===== src/rtl/pipe_stage_reg.sv =====
// pipe_stage_reg: valid/ready pipeline boundary register with synchronous
// flush-to-bubble. SKID=0 is a single entry whose in_ready follows out_ready
// combinationally; SKID=1 adds a skid entry so in_ready comes from a flop.
module pipe_stage_reg #(
  parameter int                DATA_W     = 64,
  parameter logic [DATA_W-1:0] BUBBLE_VAL = {DATA_W{1'b0}},
  parameter bit                SKID       = 1'b1
) (
  input  logic              clk,
  input  logic              rst,
  input  logic              flush,
  input  logic              in_valid,
  input  logic [DATA_W-1:0] in_data,
  output logic              in_ready,
  output logic              out_valid,
  output logic [DATA_W-1:0] out_data,
  input  logic              out_ready
);

  // A squash cycle never accepts; a drain still completes from the
  // downstream view and downstream is expected to squash it itself.
  logic acc, drn;
  assign acc = in_valid & in_ready & ~flush;
  assign drn = out_valid & out_ready;

  if (SKID == 1'b0) begin : g_flat
    logic              vld_q;
    logic [DATA_W-1:0] data_q;

    assign in_ready  = ~vld_q | out_ready;
    assign out_valid = vld_q;
    assign out_data  = data_q;

    // Single entry: load on accept, clear valid on a drain with no refill.
    always_ff @(posedge clk or posedge rst) begin
      if (rst) begin
        vld_q  <= 1'b0;
        data_q <= BUBBLE_VAL;
      end else if (flush) begin
        vld_q  <= 1'b0;
        data_q <= BUBBLE_VAL;
      end else if (acc) begin
        vld_q  <= 1'b1;
        data_q <= in_data;
      end else if (drn) begin
        vld_q  <= 1'b0;
      end
    end
  end else begin : g_skid
    typedef enum logic [1:0] {EMPTY, BUSY, FULL} state_t;

    state_t            state_q, state_n;
    logic [DATA_W-1:0] main_q, main_n;
    logic [DATA_W-1:0] skid_q, skid_n;
    logic              rdy_q;

    assign in_ready  = rdy_q;
    assign out_valid = (state_q != EMPTY);
    assign out_data  = main_q;

    // State and payload registers; in_ready is precomputed from next state
    // so the upstream never sees a combinational path from out_ready.
    always_ff @(posedge clk or posedge rst) begin
      if (rst) begin
        state_q <= EMPTY;
        main_q  <= BUBBLE_VAL;
        skid_q  <= BUBBLE_VAL;
        rdy_q   <= 1'b1;
      end else begin
        state_q <= state_n;
        main_q  <= main_n;
        skid_q  <= skid_n;
        rdy_q   <= (state_n != FULL);
      end
    end

    // Next-state: main always holds the oldest payload, skid the newer one.
    always_comb begin
      state_n = state_q;
      main_n  = main_q;
      skid_n  = skid_q;
      if (flush) begin
        state_n = EMPTY;
        main_n  = BUBBLE_VAL;
      end else begin
        case (state_q)
          EMPTY: begin
            if (acc) begin
              state_n = BUSY;
              main_n  = in_data;
            end
          end
          BUSY: begin
            if (acc && drn) begin
              main_n  = in_data;
            end else if (acc) begin
              state_n = FULL;
              skid_n  = in_data;
            end else if (drn) begin
              state_n = EMPTY;
            end
          end
          FULL: begin
            if (drn) begin
              state_n = BUSY;
              main_n  = skid_q;
            end
          end
          default: state_n = EMPTY;
        endcase
      end
    end
  end

endmodule


===== config.mk =====
export PLATFORM = sky130hd
export DESIGN_NAME = pipe_stage_reg
export DESIGN_NICKNAME = d
export VERILOG_FILES = /design/src/rtl/pipe_stage_reg.sv
export SDC_FILE = /design/constraint.sdc
export NUM_CORES = 1
export LEC_CHECK = 0
export CAP_MARGIN = 0
export CORE_MARGIN = 5
export CORE_UTILIZATION = 35
export DETAILED_ROUTE_END_ITERATION = 10
export HOLD_SLACK_MARGIN = 0.1
export PLACE_DENSITY_LB_ADDON = 0.3
export SETUP_SLACK_MARGIN = 0.2
export SLEW_MARGIN = 20
export SYNTH_ARGS = -nofsm -noshare
export SYNTH_HDL_FRONTEND = slang
export SYNTH_SLANG_ARGS = --single-unit

===== constraint.sdc =====
create_clock -name clk -period 10.7 [get_ports clk]
set_input_delay 2.14 -clock clk [delete_from_list [all_inputs] [get_ports clk]]
set_output_delay 2.14 -clock clk [all_outputs]
set_load 0.02 [all_outputs]

-- Yosys cells after proc, flatten, opt, wreduce, memory -nomap -nowiden
Cells that the tools add are included.
- bits in latches: 0
- flip-flop bits (word level): 131
- bits in read-only memories: 0
- word-level logic and storage cells: 33
- output and inout port bits: 66
- memories: 0
- bits in writable memories: 0
- muxes and demuxes: 12
- magnitude comparators: 0
- div/mod/pow operators: 0
- add/sub/neg operators: 0
- reduce and logical (&&, ||, !) cells: 6
- shift operators: 0
- multipliers: 0
- bitwise logic cells: 5
- eq/ne operators: 6
- operator list (kind ; count):
    two-way mux 64 bit ; 4
    one-hot mux 64 bit (3 select lines) ; 1
    two-way mux 2 bit ; 6
    != test 3 bit (second input constant) ; 3
    AND reduction 4 bit ; 2
    one-hot mux 2 bit (3 select lines) ; 1
    nonzero test 4 bit ; 1
    AND 1 bit ; 3
    == test 2 x 1 -> 1 bit (second input constant) ; 1
    == test 2 bit (second input constant) ; 1
    logical NOT 2 bit ; 1
    != test 2 bit (second input constant) ; 1
    NOT 1 bit ; 2
    nonzero test 2 bit ; 1
    logical AND 1 bit ; 1

-- Longest topological paths before layout
- depth after elaboration: 8
- mapped depth: 6

-- Least setup slack after synthesis
No wires, ideal clock.
- kind: in2reg
- from: input port out_ready
- to: register g_skid.skid_q[0]
- path slack: 7.363 ns
- cell stages on the path: 5
- data required time: 10.573 ns
- buffers on the path: 2
- data arrival time: 3.210 ns
- setup time: 0.127 ns
- cells stage by stage: nand2b_1 -> nor4b_2 -> buf_4 -> buf_6 -> mux2_1
- cells in the longest elaborated chain, start to end: 4
- ends and longest elaborated chain (element ; RTL line ; source):
    start, declared ; 17 ; input logic out_ready
    AND 1 bit ; 24 ; assign drn = out_valid & out_ready;
    logical AND 1 bit ; 94 ; if (acc && drn) begin
    NOT 1 bit (no source line) ; - ;
    AND reduction 4 bit (no source line) ; - ;
    end signal, assigned ; 72 ; skid_q <= skid_n;
    end, declared ; 54 ; logic [DATA_W-1:0] skid_q, skid_n;
Every way passes these cells.
A chain may end at the register's enable or synchronous reset.

-- Worst setup path after layout
- from: input port out_ready
- to: register g_skid.main_q[1] (netlist: out_data[1])
- cells in the longest elaborated chain, start to end: 4
- ends and longest elaborated chain (element ; RTL line ; source):
    AND 1 bit * ; 24 ;
    logical AND 1 bit ; 94 ;
    != test 3 bit (no source line) ; - ;
    AND reduction 4 bit (no source line) * ; - ;
    end signal, assigned ; 71 ; main_q <= main_n;
    end, declared ; 53 ; logic [DATA_W-1:0] main_q, main_n;
Mark *: on every way between the ends. The rest lies on a longest branch, timed or not.

==> results.md <==
* Status: completed
* Max-Cap Viols at 0
* I/O Buffers at 134
* Crit path time final at 3.95 ns
* Comb power frac at 0.157
* Leak at 3.16 nW
* DP Area at 0.00719 mm2
* Site row count at 46
* Fin nets at 634
* ANT cells at 0
* Worst-margin pin slew at 0.952 ns
* Drt via density at 4.92
* Startpoint Class: input port
* First-pass GRT wire length at 20.6 mm
* Crit path launch: out_ready
* Worst relative slew slack at 0.365
* Period utilisation layout at 0.369
* Critical path's slowest cell: buf_4
* DP Cell Count at 762
* Clk sinks at 131
* TritonRoute pass-1 iters at 4
* Share of cells above drive strength 1 at 0.0813
* PostCTS Resize Cnt at 0
* VDD IR max at 104 uV
* Root buffer cell: clkbuf_16
* Io pins at 135
* Clk Latency, worst-skew pair at 0.41 ns
* Syn Inst Count at 439
* Clock Skews at 0.00482 ns
* Area grow syn2layout at 37.3%
* Mapped cell area at 0.00568 mm2
* Setup CP Type: input port to register
* Net Count, Synth at 508
* Die area at 0.0189 mm2
* Clock Path Buffers at 2
* Largest net degree at the start of global routing at 99
* Slew Limit Fails at 0
* Initial core utilization at 0.358
* Fin. Hold Viols at 0
* CTS Hold Bufs at 0
* WP buf/inv at 2
* Drt total wl at 12.8 mm
* Vias in the first global route at 4,055
* Initial antenna violation count at 0
* Clock buffers created by TritonCTS at 17
* Final Cell Area at 0.00780 mm2
* Setup bufs post-CTS at 0
* Core ar. at 0.0159 mm2
* R2R Path Start: g_skid.state_q[1]
* Drt wl/cell at 16.1 um
* Crit path cell chain: clkdlybuf4s50_1 > nand2b_1 > a311oi_4 > buf_4 > nand2_1 > o31ai_1
* Synthesized area per cell at 12.9 um2
* Yosys warnings at 0
* Post-Route Utilization at 0.491
* Distinct cell type count of the synthesized netlist at 24
* Total power at 1.47 mW
* Worst hold start: out_data[17]
* Die extent in x at 137 um
* Synthesized flop and latch total at 131
* Worst EP required at 11.01 ns
* Setup TNS Final at 0 ns
* TritonCTS clock tree: built
* Half-perimeter wire length after detailed placement at 8.33 mm
* Clock transition at path regs at 0.05 ns
* Via count at 3,905
* Final routed DRC violation total at 0
* Seq/Total Area, Yosys at 0.577
* Gpl congestion at 0.764
* Total GRT Usage at 0.141
* Hold WC Path Type: register to register
* Max incr delay on CP at 0.76 ns
* Worst Path Arrival at 4.25 ns
* Die height at 137 um
* Setup repair after global routing missed its margin: false
* Critical path peak fanout at 98
* Final setup viols at 0
* Net Switching at 0.363 mW
* Crit-path leading delay family: buffers and inverters
* PwrDens at 188 mW/mm2
* ANT nets after route at 0
* Post-Layout Cell Count at 794
* Grt ovf at 0
* Sequential share of power at 0.436
* Clk network pwr share at 0.407
* Fmax at 253 MHz
* Crit end category: register
* Iter 0 DRT Violations at 137
* Internal at 1.11 mW
* H-tree depth at 4
* Sw Share at 0.247
cells in the mapped netlist:
cell type / count / area [um2]
a311oi_1: 1 / 8.76
and3b_1: 1 / 8.76
mux2i_1: 65 / 651
clkbuf_4: 5 / 37.5
nor2_1: 3 / 11.3
o21ai_0: 1 / 5.00
clkbuf_1: 7 / 26.3
nor4b_2: 1 / 15.0
buf_6: 5 / 56.3
inv_2: 2 / 7.51
buf_4: 2 / 15.0
a2bb2oi_1: 1 / 8.76
and2_1: 1 / 6.26
inv_1: 1 / 3.75
dfstp_2: 1 / 26.3
mux2_1: 64 / 721
buf_2: 16 / 80.1
a21oi_1: 1 / 5.00
or2_2: 1 / 6.26
nand2_1: 64 / 240
o31ai_1: 64 / 480
nand2b_1: 1 / 6.26
nand3_1: 1 / 5.00
dfrtp_1: 130 / 3250
final cells by class:
type	count	area (um2)
clock buffer	23	488
inverter	3	16.3
timing repair buffer	142	1410
multi-input combinational	270	2210
sequential	131	3280
clock inverter	9	126
fill	1447	8080
tap	216	270
per-stage QoR:
step | hold slack [ns] | worst slack, ns
floorplan | 0.458 | 5.06
global placement | 0.460 | 6.39
detailed placement | 0.465 | 6.34
CTS | 0.478 | 6.78
global route | 0.498 | 6.57
finish | 0.475 | 6.75
logic make-up after synthesis:
family          Yosys count  share of synthesized area
flops                   131                      0.577
simple gates             73                     0.0526
buf+inv                  38                     0.0398
mux                     129                      0.241
compound gates           68                     0.0894
layout by cell type, fill, tap and decap left out, drive strengths merged, types with 3 or more instances in the layout:
cell / n
buf: 9
bufinv: 3
clkbuf: 23
clkdlybuf4s50: 133
clkinv: 5
dfrtp: 130
inv: 3
mux2: 64
mux2i: 65
nand2: 64
nor2: 3
o31ai: 64
path summary, 6_finish.rpt:
check,cells after the start,slack (ns),end
hold / removal,2,0.47,out_data[17]
max in group asynchronous,3,7.46,g_skid.skid_q[42]
min in group asynchronous,2,2.13,g_skid.skid_q[17]
setup / recovery,6,6.75,out_data[1]
hold reg to reg,2,0.47,out_data[17]
setup reg to reg,5,8.54,out_data[46]
per-layer routing:
layer,up-vias,global-route usage,share of wire
met5,-,0,0
met4,0,0.0632,0.021
met3,20,0.0383,0.057
met2,104,0.221,0.47
met1,1943,0.184,0.45
li1,1838,-,-
worst reg2reg max path, stage by stage (launching register included):
cell	delay [ns]
dfrtp_1	0.43
inv_2	0.11
nor2_4	0.44
buf_4	0.61
mux2i_1	0.33
o31ai_1	0.09
power by group through the flow:
stage	sequential, mW	combinational, mW	clock [mW]
global placement	0.644	0.228	0
global route	0.651	0.254	0.634
detailed placement	0.649	0.236	0
floorplan	0.664	0.110	0
finish	0.640	0.231	0.598
CTS	0.641	0.236	0.614
state kept, by name, indices dropped and copies added (netlist names):
register,flops
g_skid.skid_q,64
out_data,64
g_skid.state_q,2
in_ready,1
(Power assumes the default switching activity.)
